`src/rtl/interval_timer_ctrl_if.sv`:
```
// rtl/interval_timer_ctrl_if.sv - control/status bundle between an interval timer and its environment
// master : environment side (drives commands and the external counter value)
// slave  : timer side (drives counter control and status)
interface interval_timer_ctrl_if #(
    parameter int WIDTH = 8,
    parameter int EXP_W = 8
);
    logic             clk_enable;
    logic             start;
    logic             stop;
    logic             hold;
    logic             periodic;
    logic [WIDTH-1:0] period;
    logic [WIDTH-1:0] count_q;
    logic             cnt_enable;
    logic             cnt_reset;
    logic             expired;
    logic [EXP_W-1:0] expire_cnt;
    logic             busy;
    logic [1:0]       state;

    modport master (
        output clk_enable, start, stop, hold, periodic, period, count_q,
        input  cnt_enable, cnt_reset, expired, expire_cnt, busy, state
    );

    modport slave (
        input  clk_enable, start, stop, hold, periodic, period, count_q,
        output cnt_enable, cnt_reset, expired, expire_cnt, busy, state
    );
endinterface

```
`src/rtl/interval_timer_ctrl.sv`:
```
// rtl/interval_timer_ctrl.sv - interval timer controller steering an external up-counter
// Ports:
//   clk            rising-edge clock
//   reset          synchronous active-high reset
//   bus (slave)    clk_enable/start/stop/hold/periodic/period/count_q in,
//                  cnt_enable/cnt_reset/expired/expire_cnt/busy/state out
module interval_timer_ctrl #(
    parameter int WIDTH = 8,
    parameter int EXP_W = 8
) (
    input  logic                  clk,
    input  logic                  reset,
    interval_timer_ctrl_if.slave  bus
);

    typedef enum logic [1:0] {
        IDLE  = 2'b00,
        RUN   = 2'b01,
        PAUSE = 2'b10
    } state_e;

    localparam logic [WIDTH-1:0] ONE     = {{(WIDTH-1){1'b0}}, 1'b1};
    localparam logic [EXP_W-1:0] EXP_MAX = '1;

    state_e           state_q, state_d;
    logic [WIDTH-1:0] period_q, period_d;
    logic             periodic_q, periodic_d;
    logic             expired_q, expired_d;
    logic [EXP_W-1:0] expire_cnt_q, expire_cnt_d;

    logic run_tick;
    logic term;

    // A tick that would advance the counter in RUN; start/stop pre-empt it.
    assign run_tick = (state_q == RUN) & bus.clk_enable & ~bus.hold & ~bus.start & ~bus.stop;
    // period_q is never 0 while in RUN, so period_q-1 does not wrap here.
    assign term     = run_tick & (bus.count_q == (period_q - ONE));

    // One-shot holds the counter on its last value at term; IDLE clears it next cycle.
    assign bus.cnt_enable = run_tick & ~(term & ~periodic_q);
    assign bus.cnt_reset  = reset | (state_q == IDLE) | bus.start | bus.stop | (term & periodic_q);

    assign bus.expired    = expired_q;
    assign bus.expire_cnt = expire_cnt_q;
    assign bus.busy       = (state_q != IDLE);
    assign bus.state      = state_q;

    always_comb begin
        state_d      = state_q;
        period_d     = period_q;
        periodic_d   = periodic_q;
        expired_d    = 1'b0;
        expire_cnt_d = expire_cnt_q;

        if (bus.stop) begin
            state_d = IDLE;
        end else if (bus.start) begin
            if (bus.period != '0) begin
                state_d      = RUN;
                period_d     = bus.period;
                periodic_d   = bus.periodic;
                expire_cnt_d = '0;
            end else begin
                // Zero period: ignored from IDLE, an abort otherwise.
                state_d = IDLE;
            end
        end else begin
            unique case (state_q)
                RUN: begin
                    if (bus.hold) begin
                        state_d = PAUSE;
                    end else if (term) begin
                        expired_d = 1'b1;
                        if (expire_cnt_q != EXP_MAX) begin
                            expire_cnt_d = expire_cnt_q + 1'b1;
                        end
                        if (!periodic_q) begin
                            state_d = IDLE;
                        end
                    end
                end
                PAUSE: begin
                    if (!bus.hold) begin
                        state_d = RUN;
                    end
                end
                default: begin
                    state_d = IDLE;
                end
            endcase
        end
    end

    always_ff @(posedge clk) begin
        if (reset) begin
            state_q      <= IDLE;
            period_q     <= '0;
            periodic_q   <= 1'b0;
            expired_q    <= 1'b0;
            expire_cnt_q <= '0;
        end else begin
            state_q      <= state_d;
            period_q     <= period_d;
            periodic_q   <= periodic_d;
            expired_q    <= expired_d;
            expire_cnt_q <= expire_cnt_d;
        end
    end

endmodule

```
`src/flat_wrapper.sv`:
```
// flat-port wrapper written by rule: the top's interface ports become plain ports
module interval_timer_ctrl_flat 
#(
    parameter int WIDTH = 8,
    parameter int EXP_W = 8
)
  (clk, reset, bus_clk_enable, bus_start, bus_stop, bus_hold, bus_periodic, bus_period, bus_count_q, bus_cnt_enable, bus_cnt_reset, bus_expired, bus_expire_cnt, bus_busy, bus_state);
  interval_timer_ctrl_if #(.WIDTH(WIDTH), .EXP_W(EXP_W)) bus_i ();
  input  logic clk;
  input  logic reset;
  input wire logic [$bits(bus_i.clk_enable)-1:0] bus_clk_enable;
  input wire logic [$bits(bus_i.start)-1:0] bus_start;
  input wire logic [$bits(bus_i.stop)-1:0] bus_stop;
  input wire logic [$bits(bus_i.hold)-1:0] bus_hold;
  input wire logic [$bits(bus_i.periodic)-1:0] bus_periodic;
  input wire logic [$bits(bus_i.period)-1:0] bus_period;
  input wire logic [$bits(bus_i.count_q)-1:0] bus_count_q;
  output wire logic [$bits(bus_i.cnt_enable)-1:0] bus_cnt_enable;
  output wire logic [$bits(bus_i.cnt_reset)-1:0] bus_cnt_reset;
  output wire logic [$bits(bus_i.expired)-1:0] bus_expired;
  output wire logic [$bits(bus_i.expire_cnt)-1:0] bus_expire_cnt;
  output wire logic [$bits(bus_i.busy)-1:0] bus_busy;
  output wire logic [$bits(bus_i.state)-1:0] bus_state;
  assign bus_i.clk_enable = bus_clk_enable;
  assign bus_i.start = bus_start;
  assign bus_i.stop = bus_stop;
  assign bus_i.hold = bus_hold;
  assign bus_i.periodic = bus_periodic;
  assign bus_i.period = bus_period;
  assign bus_i.count_q = bus_count_q;
  assign bus_cnt_enable = bus_i.cnt_enable;
  assign bus_cnt_reset = bus_i.cnt_reset;
  assign bus_expired = bus_i.expired;
  assign bus_expire_cnt = bus_i.expire_cnt;
  assign bus_busy = bus_i.busy;
  assign bus_state = bus_i.state;
  interval_timer_ctrl #(.WIDTH(WIDTH), .EXP_W(EXP_W)) u_core (.clk(clk), .reset(reset), .bus(bus_i));
endmodule
```
`config.mk`:
```
export PLATFORM = sky130hd
export DESIGN_NAME = interval_timer_ctrl_flat
export DESIGN_NICKNAME = d
export VERILOG_FILES = /design/src/rtl/interval_timer_ctrl_if.sv /design/src/rtl/interval_timer_ctrl.sv /design/src/flat_wrapper.sv
export SDC_FILE = /design/constraint.sdc
export NUM_CORES = 1
export LEC_CHECK = 0
export ABC_AREA = 1
export CORE_MARGIN = 2
export CORE_UTILIZATION = 44
export DETAILED_ROUTE_END_ITERATION = 16
export HOLD_SLACK_MARGIN = 0.08
export PLACE_DENSITY = 0.88
export SYNTH_ARGS = -nofsm -noshare
export SYNTH_HDL_FRONTEND = slang
export SYNTH_SLANG_ARGS = --single-unit
```
`constraint.sdc`:
```
create_clock -name clk -period 1.8 [get_ports clk]
set_clock_uncertainty 0.05 [all_clocks]
set_input_delay 0.36 -clock clk [delete_from_list [all_inputs] [get_ports clk]]
set_output_delay 0.36 -clock clk [all_outputs]
set_load 0.01 [all_outputs]
```
Word level (Yosys, flattened, before mapping)
Cells that the tools add are included.
{ "word_totals": {"reg_bits": 20, "output_inout_bits": 14, "inputBits": 23, "elab_cells": 59} }
{ "op_classes": {"bitwise_logic": 18, "add_sub_neg": 2, "n_eq_ne": 9, "n_reduce_logical": 11, "muxes": 14} }
{ "ops": {"columns": ["op", "n"], "rows": [
  ["2-to-1 mux 8 bit", 6],
  ["2-to-1 mux 2 bit", 5],
  ["adder 8 x 1 -> 8 bit, second input constant", 1],
  ["AND 1 bit", 8],
  ["== test 8 bit", 1],
  ["inequality test 8 bit, second input constant", 1],
  ["nonzero test 2 bit", 4],
  ["nonzero test 8 bit", 1],
  ["subtractor 8 x 1 -> 8 bit, second input constant", 1],
  ["NOT 1 bit", 6],
  ["AND reduction 3 bit", 2],
  ["AND reduction 6 bit", 1],
  ["OR reduction 5 bit", 1],
  ["inequality test 4 x 3 -> 1 bit, second input constant", 1],
  ["inequality test 4 bit, second input constant", 1],
  ["OR 1 bit", 4],
  ["one-hot mux 2 bit (2 select lines)", 1],
  ["inequality test 3 bit, second input constant", 1],
  ["== test 2 x 1 -> 1 bit, second input constant", 1],
  ["== test 2 bit, second input constant", 1],
  ["logical NOT 2 bit", 1],
  ["2-to-1 mux 1 bit", 2],
  ["inequality test 2 x 1 -> 1 bit, second input constant", 1],
  ["inequality test 2 bit, second input constant", 1],
  ["OR reduction 2 bit", 1]
]} }

Depth between registers and ports, before layout
{ "depth": {"depth_word": 10, "mapped_depth": 15, "mapped_depth_nobuf": 15} }

Least setup slack after synthesis
No wires, ideal clock.
{ "synth_timing": {"kind": "reg-to-output", "from": "register u_core.period_q[0]", "to": "output bus_cnt_reset", "stages_incl_launch_ff": 12, "slack_ns": -0.174, "t_arrival_ns": 1.564, "path_buffers": 0, "cell_sequence": "dfxtp_1 > inv_2 > ha_1 > nand2_1 > inv_1 > nor2_1 > nand2_1 > nor2_1 > nand3_1 > nor2_2 > nand3_1 > o2111ai_1"} }
{ "synth_via": {"elab_chain_len": 5} }
{ "synth_rtl": {"columns": ["element", "line_no", "text"], "rows": [
  ["from (decl)", "interval_timer_ctrl.sv:26", "logic [WIDTH-1:0] period_q, period_d;"],
  ["from (signal assigned)", "interval_timer_ctrl.sv:103", "period_q <= period_d;"],
  ["subtractor 8 x 1 -> 8 bit", "interval_timer_ctrl.sv:37", "assign term = run_tick & (bus.count_q == (period_q - ONE));"],
  ["== test 8 bit", "interval_timer_ctrl.sv:37", null],
  ["AND 1 bit", "interval_timer_ctrl.sv:37", null],
  ["AND 1 bit", "interval_timer_ctrl.sv:41", "assign bus.cnt_reset = reset | (state_q == IDLE) | bus.start | bus.stop | (term & periodic_q);"],
  ["OR 1 bit", "interval_timer_ctrl.sv:41", null],
  ["to (decl)", "flat_wrapper.sv:19", "output wire logic [$bits(bus_i.cnt_reset)-1:0] bus_cnt_reset;"]
]} }
No other way between the ends.

Worst setup path in the final report
Same ends and word-level chain as after synthesis.

==> run_results.csv <==
group,metric,value,unit
synthesis,synthesis.instances,232,
sta,worst_pin_slew,0.2890,ns
global_route,antenna_found_initial,0,
setup_path,worst-endpoint-required,1.39,ns
setup_path,crit_type,"flip-flop to primary output",
drt,viasPerCell,5.188,
die,initial_utilization,45.07,%
drt,drc_errors,0,
synthesis,synth.avg_cell_area,6.380,sq um
synthesis,synth_cell_types,29,
final_layout,antenna_cells,0,
place,place_inst,341,
sta,rsz0062_at_grt,"true",
synthesis,synth_top_area_share,27.05,%
cts,clock-root-buffer,"clkbuf_4",
die,rows,21,
power_and_ir_drop,p_per_area,505.0,nW/um^2
power_and_ir_drop,ir_worst_vdd,265.7,uV
setup_path,worstSetupStartpointType,"flip-flop",
sta,slew_violations,0,
global_route,grt_pass1_vias,1635,
sta,worst_slack,-0.6394,ns
final_layout,area_delta_synth_final,60.86,%
synthesis,yosysMostFrequentCell,"nand2_1",
synthesis,ys_top_cells_by_area,"dfxtp_1, nand2_1, nand3_1",
die,dieArea,3844,sq um
drt,num_vias,1852,
sta,setup_viol_count_final,12,
power_and_ir_drop,p_leak,0.001076,uW
synthesis,synth_nets,261,
synthesis,synth_warnings,0,
setup_path,crit_slowest_cell,"dfxtp_2",
synthesis,seq_area_frac_synth,27.05,%
final_layout,final_design_area_no_fill,2381,sq um
sta,fin_crit_sh,135.5,%
drt,avgRoutedWirePerCell,13.37,microns
global_route,grt_max_degree,18,
die,die_h,62,microns
cts,holdBufCountCts,0,
flow_run,maxCapViolCount,0,
drt,drt_iter0_markers,102,
sta,layout_min_cycle_time,2.439,ns
synthesis,synth_top_flop_cell,"dfxtp_1",
setup_path,critPathArrivalTime,2.03,ns
die,num_io_pins,37,
setup_path,path_cells,"inv_4 > ha_4 > nand2_2 > inv_1 > nor2_1 > nand2_1 > nor2_1 > nand3_1 > nor2_2 > nand3_2 > o2111ai_2 > buf_2",
synthesis,ys_async_sr_fraction,0,%
status,violations,"negative setup slack",
place,dp_hpwl,3162,microns
cts,clk_pin_slew,0.12,ns
synthesis,synth.cell_area,1480,sq um
sta,relSlewSlack,80.58,%
synthesis,synth-edff-count,0,
drt,wl,4772,microns
synthesis,yosysTopAreaCell,"dfxtp_1",
final_layout,fin_nets,341,
cts,clockBufferDepth,2,
status,outcome,"finished with violations",
final_layout,drive_above_1_share,31.51,%
cts,htree_levels,1,
setup_path,cp_top_family,"simple AND/OR/NAND/NOR gates",
setup_path,crit_path_max_fanout,2,
setup_path,critical_path_buf_inv_count,3,
setup_path,critPathMostFrequentCell,"nor2_1",
synthesis,synthTopCellsByCount,"nand2_1, inv_1, nor2_1, nand3_1, dfxtp_1",
cts,cts-buffers-inserted,3,
global_route,grtUsageTotal,25.06,%
cts,insertion_delay,0.33,ns
place,portBuffers,36,
die,die_w,62,microns
place,dpl_cell_area,2145,sq um
die,core-area,3284,sq um
hold_path,min_path_type,"flip-flop to flip-flop",
sta,hold_viol_final,0,
cts,cts_tree,"built",
global_route,grt_pass1_wl,7107,microns
drt,firstDrtPassIters,4,
synthesis,synth-seq-cells,20,
power_and_ir_drop,finalPower,1202,uW
setup_path,cp_slowest_stage_delay,0.37,ns
sta,fmax,409.9,MHz
place,preCtsSetupSlack,-0.9395,ns
final_layout,fin_cells,357,
cts,clock_sinks,20,
setup_path,end_kind,"primary output",
drt,ant_nets,0,
global_route,grt_overflow_total,0,
place,place.gp.congestion,0.8443,
per-layer routing:
layer	up-vias	track usage, %	wire (microns)
met1	859	28.89	1896
met3	17	3.520	247
li1	908	-	-
met4	0	15.20	185
met2	68	43.45	2442
met5	-	0	0
timing repair:
action | 4_1_cts | 5_1_grt
gates resized for setup | 32 | 16
pin swaps | 15 | 11
setup buffers | 22 | 2
cloned | 1 | 0
endpoints found under the setup margin | 14 | 16
flip-flops by register name, summed over array words and instances (netlist names):
name	cells
u_core.bus.expire_cnt	8
u_core.bus.state	2
u_core.bus.expired	1
u_core.period_q	8
u_core.periodic_q	1
tightest hold or removal path, stage by stage (launching register included):
cell	delay, ns
dfxtp_1	0.35
inv_1	0.05
a21oi_1	0.05
logic make-up after synthesis:
group	synth area share [%]
compound gates	11.92
simple gates	40.41
buf+inv	10.23
xor+xnor	5.326
flops	27.05
fa+ha+maj	5.072
final cells by class:
class                           instances  area, sq um
Clock buffer                            4        36.28
Inverter                               33        126.4
Multi-Input combinational cell        176         1072
Fill cell                             252        903.4
Timing Repair Buffer                   78        683.2
Tap cell                               46        57.56
Sequential cell                        20        405.4
where the power goes:
| part | switching (uW) | leakage, uW | internal [uW] |
|---|---|---|---|
| sequential | 21.0 | 0.000165 | 462 |
| clock | 164 | 0.0000210 | 124 |
| combinational | 224 | 0.000890 | 208 |
| total | 409 | 0.00108 | 794 |
cells in the final DEF (no fill, tap or decap), types with 2 or more instances in the layout:
cell type	n
nor2_1	26
a21oi_2	4
nor4_1	2
nand3b_1	4
nor3_1	2
a21oi_1	15
dfxtp_1	16
nand3_2	10
xor2_1	6
inv_2	5
inv_1	27
o21ai_0	11
dfxtp_2	4
buf_4	37
nor2_2	3
ha_4	2
nand3_1	14
nor2_4	4
nand3_4	3
buf_6	5
clkdlybuf4s50_1	30
dlymetal6s2s_1	2
nand2_1	47
nand2_2	10
ha_1	4
clkbuf_4	3
buf_2	3
xnor2_1	3
stage by stage:
step / hold WS [ns] / TNS [ns] / util (%)
detailed placement: 0.4202 / -7.540 / 65.30
floorplan: 0.3791 / -0.05915 / -
global route: 0.4646 / -7.813 / 72.50
finish: 0.4346 / -6.161 / 72.50
CTS: 0.4383 / -4.200 / 70.48
global placement: 0.3969 / -6.415 / 65.30
final timing paths:
| check | startpoint | to | slack, ns | cells past startpoint |
|---|---|---|---|---|
| max | u_core.period_q[0]$_SDFFE_PP0P_ | bus_cnt_reset | -0.64 | 12 |
| min | u_core.period_q[7]$_SDFFE_PP0P_ | u_core.period_q[7]$_SDFFE_PP0P_ | 0.43 | 2 |
| max reg2reg | u_core.period_q[0]$_SDFFE_PP0P_ | u_core.bus.expire_cnt[1]$_SDFFE_PP0P_ | -0.58 | 19 |
| min reg2reg | u_core.period_q[7]$_SDFFE_PP0P_ | u_core.period_q[7]$_SDFFE_PP0P_ | 0.43 | 2 |
(Power assumes the default switching activity.)
